<file path="config.mk">
export PLATFORM = sky130hd
export DESIGN_NAME = npc_ras
export DESIGN_NICKNAME = d
export VERILOG_FILES = /design/src/rtl/npc_ras.sv
export SDC_FILE = /design/constraint.sdc
export NUM_CORES = 1
export LEC_CHECK = 0
export ABC_AREA = 0
export CAP_MARGIN = 20
export CORE_ASPECT_RATIO = 2
export CORE_MARGIN = 10
export CORE_UTILIZATION = 39
export DETAILED_ROUTE_END_ITERATION = 7
export PLACE_DENSITY = 0.83
export SLEW_MARGIN = 0
export SYNTH_ARGS = -nofsm -noshare
export SYNTH_HDL_FRONTEND = slang
export SYNTH_SLANG_ARGS = --single-unit
</file>
<file path="constraint.sdc">
create_clock -name clk -period 4 [get_ports clk]
set_clock_uncertainty 0.15 [all_clocks]
set_input_delay 0.6 -clock clk [delete_from_list [all_inputs] [get_ports clk]]
set_output_delay 0.6 -clock clk [all_outputs]
set_load 0.05 [all_outputs]
</file>
<file path="src/rtl/npc_ras.sv">
// npc_ras: next-fetch-PC select; F_PC registered (1 cycle); stall holds F_PC, hazards surface via jr_wait.
// Return-address stack, pending mispredict redirect and flush_F exist only when NPC_RAS_EN is defined.
module npc_ras #(
    parameter logic [31:0] RESET_PC   = 32'h00003000,
    parameter logic [31:0] EXC_VECTOR = 32'h00004180,
    parameter logic [31:0] IM_LO      = 32'h00003000,
    parameter logic [31:0] IM_HI      = 32'h00006FFC,
    parameter int          RAS_DEPTH  = 4
) (
    input  logic        clk,
    input  logic        reset,
    input  logic        stall,
    output logic [31:0] F_PC,
    output logic        F_AdEL,
    output logic        flush_F,
    input  logic [31:0] D_PC,
    input  logic [15:0] D_imm16,
    input  logic [25:0] D_imm26,
    input  logic [31:0] D_ra,
    input  logic        D_ra_ready,
    input  logic [2:0]  nPC_Sel,
    input  logic        D_bjump,
    input  logic        D_is_jal,
    input  logic        D_is_jr_ra,
    output logic        ras_used,
    output logic [31:0] ras_target,
    output logic        jr_wait,
    input  logic        E_jr_pred,
    input  logic [31:0] E_pred_target,
    input  logic [31:0] E_ra,
    input  logic        exc_req,
    input  logic        eret,
    input  logic [31:0] EPC
);
    logic [31:0] f_pc_q;
    logic [31:0] npc;
    logic [31:0] pc4;
    logic [31:0] br_target;
    logic [31:0] ras_top;
    logic [31:0] redirect_pc;
    logic        redirect;
    logic        ras_hit;
    logic        jr_sel;

    assign pc4       = f_pc_q + 32'd4;
    assign br_target = D_PC + 32'd4 + {{14{D_imm16[15]}}, D_imm16, 2'b00};
    assign jr_sel    = (nPC_Sel == 3'd3);

`ifdef NPC_RAS_EN
    localparam int PW = $clog2(RAS_DEPTH);
    localparam logic [PW-1:0] PTR_ONE  = 1;
    localparam logic [PW:0]   CNT_ONE  = 1;
    localparam logic [PW:0]   CNT_FULL = RAS_DEPTH[PW:0];

    logic [31:0]   ras_mem [RAS_DEPTH];
    logic [PW-1:0] ras_ptr;
    logic [PW:0]   ras_cnt;
    logic          pend_vld;
    logic [31:0]   pend_pc;
    logic          ras_empty;
    logic          push_en;
    logic          pop_en;
    logic          mis;

    // ras_ptr is the next free slot; the top lives one below it (wraps circularly).
    assign ras_empty   = (ras_cnt == '0);
    assign ras_top     = ras_mem[ras_ptr - PTR_ONE];
    assign ras_hit     = jr_sel && !D_ra_ready && D_is_jr_ra && !ras_empty;
    assign mis         = E_jr_pred && (E_ra != E_pred_target);
    assign redirect    = !stall && !exc_req && !eret && (mis || pend_vld);
    assign redirect_pc = mis ? E_ra : pend_pc;
    assign push_en     = D_is_jal && !stall && !exc_req;
    assign pop_en      = D_is_jr_ra && !stall && !exc_req && !ras_empty;

    always_ff @(posedge clk) begin
        if (reset) begin
            ras_ptr <= '0;
            ras_cnt <= '0;
        end else if (push_en && !pop_en) begin
            ras_ptr <= ras_ptr + PTR_ONE;
            if (ras_cnt != CNT_FULL)
                ras_cnt <= ras_cnt + CNT_ONE;
        end else if (pop_en && !push_en) begin
            ras_ptr <= ras_ptr - PTR_ONE;
            ras_cnt <= ras_cnt - CNT_ONE;
        end
    end

    // Simultaneous pop+push replaces the top in place.
    always_ff @(posedge clk) begin
        if (!reset && push_en)
            ras_mem[pop_en ? (ras_ptr - PTR_ONE) : ras_ptr] <= D_PC + 32'd8;
    end

    always_ff @(posedge clk) begin
        if (reset || exc_req || eret) begin
            pend_vld <= 1'b0;
            pend_pc  <= '0;
        end else if (stall && mis) begin
            pend_vld <= 1'b1;
            pend_pc  <= E_ra;
        end else if (!stall) begin
            pend_vld <= 1'b0;
        end
    end

    assign ras_used   = ras_hit;
    assign ras_target = ras_hit ? ras_top : 32'h0;
    assign flush_F    = redirect;
`else
    logic unused_ras_inputs;
    assign unused_ras_inputs = ^{E_jr_pred, E_pred_target, E_ra, D_is_jal, D_is_jr_ra};
    assign ras_hit     = 1'b0;
    assign ras_top     = 32'h0;
    assign redirect    = 1'b0;
    assign redirect_pc = 32'h0;
    assign ras_used    = 1'b0;
    assign ras_target  = 32'h0;
    assign flush_F     = 1'b0;
`endif

    assign jr_wait = jr_sel && !D_ra_ready && !ras_hit;

    always_comb begin
        npc = pc4;
        if (exc_req)
            npc = EXC_VECTOR;
        else if (eret)
            npc = EPC;
        else if (redirect)
            npc = redirect_pc;
        else if (stall)
            npc = f_pc_q;
        else begin
            case (nPC_Sel)
                3'd0:    npc = pc4;
                3'd1:    npc = D_bjump ? br_target : pc4;
                3'd2:    npc = {D_PC[31:28], D_imm26, 2'b00};
                3'd3:    npc = D_ra_ready ? D_ra : (ras_hit ? ras_top : pc4);
                default: npc = RESET_PC;
            endcase
        end
    end

    always_ff @(posedge clk) begin
        if (reset)
            f_pc_q <= RESET_PC;
        else
            f_pc_q <= npc;
    end

    assign F_PC   = f_pc_q;
    assign F_AdEL = (f_pc_q[1:0] != 2'b00) || (f_pc_q < IM_LO) || (f_pc_q > IM_HI);

endmodule

</file>
==> qor.csv, run 1 <==
metric;value;unit
stdcell_count;960;
synthCells;630;
finalSetupViolCount;0;
clkPwrFrac;24.9;%
yosysWarnings;0;
synth_edf_count;0;
avgSynthCellArea;7.595;um2
seq_power_share;22.3;%
r2r-start;F_PC[2]$_SDFFE_PP0P_;
rrSetupSlack;1.37;ns
cp.arrival;3.69;ns
critical_path.max_fanout;6;
numPlacedInstances;951;
syn2layout_area_growth;42.29;%
ys_async_sr_fraction;0;%
clock_path_buffers;2;
die-height;176.6;um
timing.rr.end;F_PC[20]$_SDFFE_PP0P_;
worst_setup_path_end_kind;flop;
internal_power;0.0009460;W
grt_setup_unrepaired;false;
synthAdderAreaFrac;15.59;%
synth-simple-area-share;21.05;%
critPathLaunch;D_PC[2];
grt_max_degree;29;
first_pass_iters;7;
numClockSinks;32;
layout_commonest_cell;clkdlybuf4s50_1;
slew_headroom;31.02;%
htree_levels;2;
comb_power_share;52.8;%
cp.required;4.03;ns
vias_per_cell;6.050;
largest_register_ffs;32;
gr-total-overflow;0;
synth_flop_cell;dfxtp_1;
gp_congestion;0.9364;
multi_input_area;3779;um2
io_pins;283;
worstSkewPairLatency;0.28;ns
register_area;640.6;um2
fin_tns_setup;0;ns
wl_per_cell;21.81;um
max_cap_viol_count;0;
fmax;273.6;MHz
synthMuxAreaShare;0.4184;%
antenna_left;0;
portBuffers;181;
synth-seq-cells;32;
die_width;98.32;um
drc;0;
row_count;57;
p_switching;0.0006342;W
min_path_cells;2;
place.detailed.hpwl;17.16;mm
period_share;91.38;%
layout_common_cells;181 x clkdlybuf4s50_1, 63 x nand2_1, 58 x ha_1, 51 x a21oi_1, 40 x nor2_1;
synth_cell_types;68;
grt_pass1_wl;32.00;mm
post_cts_resized;0;
tritoncts;built;
fin_nets;1085;
r2r_cells;9;
synth_compound_area_share;31.28;%
num-fill-cells;1216;
switching_share;40.13;%
cts_buffers;5;
path_clk_slew;0.05;ns
status;finished, final reports clean;
groute.usage.overall;22.66;%
grt_antenna_before_repair;1;
postCtsHoldBufs;0;
drt_iter0_markers;417;
p_per_area;232.1;nW/um2
initial_core_util;39.46;%
seq_area_frac_synth;13.39;%
startpoint_type;primary input;
synthXorXnorAreaFrac;7.871;%
crit_type;in -> reg;
vdd_drop_max;159.8;uV
fin_total_pwr;0.001580;W
hp-class;reg -> reg;
fp.coreArea;12120;um2
vias;5808;
post_cts_buffers;0;
grt_pass1_vias;6130;
p_leak;2.803;nW
dieArea;17370;um2
clock-root-buffer;clkbuf_16;
synth.cell_area;4785;um2
endpoint;F_PC[21]$_SDFFE_PP0P_;
drive_gt1_share;6.158;%
period_needed;3.655;ns
worst_pin_slew;1.034;ns
synth_top_family_by_area;compound AO/OA/AOI/OAI gates;
finalHoldViolCount;0;
slew_violations;0;
wl;20.94;mm
cell families (layout without fill, tap and decap cells):
kind of cell,Yosys count,after routing
buf+inv,80,229
mux,2,2
other cells,1,35
simple gates,200,200
fa+ha+maj,59,59
xor+xnor,43,43
flops,32,32
compound gates,213,213
worst max-delay path, stage by stage:
cell	delay [ns]
clkdlybuf4s50_1	0.46
inv_1	0.04
ha_1	0.21
inv_1	0.06
ha_1	0.20
inv_1	0.07
fa_1	0.40
nor2b_1	0.17
o31ai_1	0.11
a31o_2	0.26
a211oi_1	0.35
nor2_1	0.09
xnor2_1	0.19
buf_4	0.16
a21oi_1	0.07
a211oi_1	0.24
layout make-up:
type,count,area share [%]
timing repair buffer,206,29.37
clock buffer,8,2.150
sequential,32,9.410
multi-input combinational,551,55.50
inverter,15,0.8271
tap,147,2.702
antenna,1,0.03676
power groups by stage:
stage               Clock [W]  Sequential [W]  Combinational (W)
floorplan                   0        0.000392           0.000482
global placement            0        0.000358           0.000822
detailed placement          0        0.000358           0.000827
CTS                  0.000395        0.000351           0.000831
global route         0.000404        0.000354           0.000899
finish               0.000393        0.000352           0.000835
synth_stat cells (all sizes together) (7+ instances only):
master	n	share of area [%]
a31oi	13	1.7
a211oi	13	2.1
xor2	19	3.5
clkbuf	27	3.2
a22oi	8	1.3
a21oi	51	5.3
o31ai	7	1.2
nand4	9	1.2
ha	58	15
inv	15	1.2
nand2	63	4.9
buf	38	6.0
and3	17	2.3
a221oi	17	3.1
a222oi	11	2.3
a21o	12	1.9
nand3	16	1.7
dfxtp	32	13
nor2	40	3.1
o21ai	35	3.8
nor3	14	1.6
xnor2	24	4.4
worst min path at each step:
stage                              start                    to  slack [ns]
finish              F_PC[5]$_SDFFE_PP0P_  F_PC[5]$_SDFFE_PP0P_        0.40
global route        F_PC[0]$_SDFFE_PP0P_  F_PC[0]$_SDFFE_PP0P_        0.43
CTS                 F_PC[5]$_SDFFE_PP0P_  F_PC[5]$_SDFFE_PP0P_        0.39
detailed placement  F_PC[5]$_SDFFE_PP0P_  F_PC[5]$_SDFFE_PP0P_        0.38
global placement    F_PC[0]$_SDFFE_PP0P_  F_PC[0]$_SDFFE_PP0P_        0.38
floorplan                          reset  F_PC[7]$_SDFFE_PP0P_        0.52
stage by stage:
stage	worst slack (ns)	util (%)	cell area (um2)	hold WS [ns]
floorplan	0.8622	-	4908	0.5191
global placement	0.07029	54.92	6659	0.3759
detailed placement	0.02884	54.92	6659	0.3839
CTS	0.3013	56.13	6805	0.3944
global route	0.1137	56.15	6808	0.4310
finish	0.3450	56.15	6808	0.4011
metal layers:
metal	GRT usage [%]	routed length, um
met4	12.85	1156
met1	22.11	7052
met3	4.771	1634
met5	0	0
met2	42.48	11100
No activity file was read; power rests on OpenSTA's default activity.
==> run 2, diff against run 1 <==
CORE_UTILIZATION = 42   (was 39)
PLACE_DENSITY = 0.88   (was 0.83)
clock period = 4.5 ns   (was 4 ns; I/O delays follow)
==> run 2 against run 1 <==
  * The run now ends with design-rule violations left
  * Total power decreased by 12%
  * Count of clock-buffer cells in the layout decreased by 2
  * Final cell count decreased by 1.5%
  * Clock power decreased by 9.7%
  * Core utilization increased by 3.9 points
  * Worst setup slack improved by 0.25 ns
  * Sequential power decreased by 11%
  * Sequential share of layout area increased by 0.093 points
  * First-iteration DRC count increased by 41%
  * Sequential cell count unchanged
  * Largest power group unchanged
==> qor.csv, run 2 (synthesized netlist as in run 1, its figures left out) <==
metric;value;unit
initial_core_util;42.65;%
worst_setup_path_end_kind;flop;
grt_pass1_vias;6003;
path_clk_slew;0.06;ns
worstSkewPairLatency;0.28;ns
die-height;170.9;um
fp.coreArea;11220;um2
layout_common_cells;181 x clkdlybuf4s50_1, 63 x nand2_1, 58 x ha_1, 51 x a21oi_1, 40 x nor2_1;
finalSetupViolCount;0;
htree_levels;2;
wl;21.02;mm
row_count;55;
grt_pass1_wl;31.33;mm
fin_nets;1077;
antenna_left;0;
rrSetupSlack;1.70;ns
r2r-start;F_PC[2]$_SDFFE_PP0P_;
max_cap_viol_count;0;
drive_gt1_share;5.473;%
grt_antenna_before_repair;0;
first_pass_iters;8;
gr-total-overflow;0;
critical_path.max_fanout;6;
drc;1;
grt_setup_unrepaired;false;
gp_congestion;0.9529;
p_per_area;207.3;nW/um2
post_cts_resized;0;
grt_max_degree;21;
status;complete, but fails checks;
worst_pin_slew;0.6994;ns
p_leak;2.770;nW
vias_per_cell;6.149;
clock-root-buffer;clkbuf_16;
r2r_cells;9;
hp-class;reg -> reg;
layout_commonest_cell;clkdlybuf4s50_1;
drt_iter0_markers;589;
place.detailed.hpwl;17.15;mm
groute.usage.overall;24.42;%
cp.required;4.53;ns
fin_tns_setup;0;ns
violations;design-rule violations;
post_cts_buffers;0;
tritoncts;built;
fin_util;60.10;%
syn2layout_area_growth;40.90;%
cts_buffers;5;
slew_violations;0;
slew_headroom;53.37;%
fmax;256.2;MHz
period_share;86.74;%
min_path_cells;2;
io_pins;283;
postCtsHoldBufs;0;
dieArea;16320;um2
wl_per_cell;22.22;um
die_width;95.47;um
vias;5817;
numClockSinks;32;
diodes;0;
clock_path_buffers;2;
largest_register_ffs;32;
timing.rr.end;F_PC[20]$_SDFFE_PP0P_;
crit_type;in -> reg;
period_needed;3.903;ns
portBuffers;181;
vdd_drop_max;127.9;uV
cp.arrival;3.94;ns
finalHoldViolCount;0;
hold_start;F_PC[0]$_SDFFE_PP0P_;
min_to;F_PC[0]$_SDFFE_PP0P_;
startpoint_type;primary input;
## run 2: critical path, stage by stage
cell and delay, ns:
clkdlybuf4s50_1 0.45, inv_1 0.04, ha_1 0.18, inv_1 0.08
ha_1 0.28, inv_1 0.08, fa_1 0.42, nor2b_1 0.16
o31ai_1 0.10, a31o_2 0.26, a211oi_1 0.35, nor2_1 0.09
xnor2_1 0.36, a21oi_1 0.12, a211oi_1 0.27
## run 2: how the worst max path moves through the flow
stage / cells after the start / slack, ns / end / start
after floorplan: 11 / 1.29 / F_PC[29]$_SDFFE_PP0P_ / D_PC[20]
after global placement: 12 / 0.38 / F_PC[31]$_SDFFE_PP0P_ / D_imm16[15]
after detailed placement: 15 / 0.33 / F_PC[21]$_SDFFE_PP0P_ / D_PC[2]
after CTS: 15 / 0.61 / F_PC[21]$_SDFFE_PP0P_ / D_PC[2]
after global routing: 15 / 0.42 / F_PC[21]$_SDFFE_PP0P_ / D_imm16[0]
final: 15 / 0.60 / F_PC[21]$_SDFFE_PP0P_ / D_PC[2]
## run 2: per-layer routing
layer	track usage, %	wire length (um)	share of wire (%)
met4	15.02	1347	6.4
met3	5.046	1705	8.1
met1	24.03	7220	34
met2	44.50	10750	51
met5	0	0	0
## run 2: area by class of cell
type / count / area (um2)
inverters: 15 / 56.30
fillers: 1065 / 4476
flip-flops and latches: 32 / 640.6
clock buffers: 6 / 138.9
clock inverters: 2 / 10.01
multi-input cells: 551 / 3779
repair buffers: 198 / 1939
well taps: 142 / 177.7
## run 2: per-stage QoR
| step | hold WS [ns] | instances | worst slack [ns] | area [um2] | total power (W) |
|---|---|---|---|---|---|
| after floorplan | 0.5808 | 663 | 1.287 | 4908 | 0.0007776 |
| after global placement | 0.3709 | 938 | 0.3836 | 6593 | 0.001028 |
| after detailed placement | 0.3818 | 938 | 0.3300 | 6593 | 0.001036 |
| after CTS | 0.3993 | 946 | 0.6104 | 6741 | 0.001383 |
| after global routing | 0.4276 | 946 | 0.4169 | 6741 | 0.001457 |
| final | 0.4007 | 946 | 0.5967 | 6741 | 0.001398 |
## run 2: power by group
| group | internal [W] | switching, W | leakage, nW |
|---|---|---|---|
| logic | 0.000313 | 0.000417 | 2.43 |
| registers | 0.000294 | 0.0000186 | 0.261 |
| clock network | 0.000218 | 0.000136 | 0.0766 |
| total | 0.000825 | 0.000572 | 2.77 |
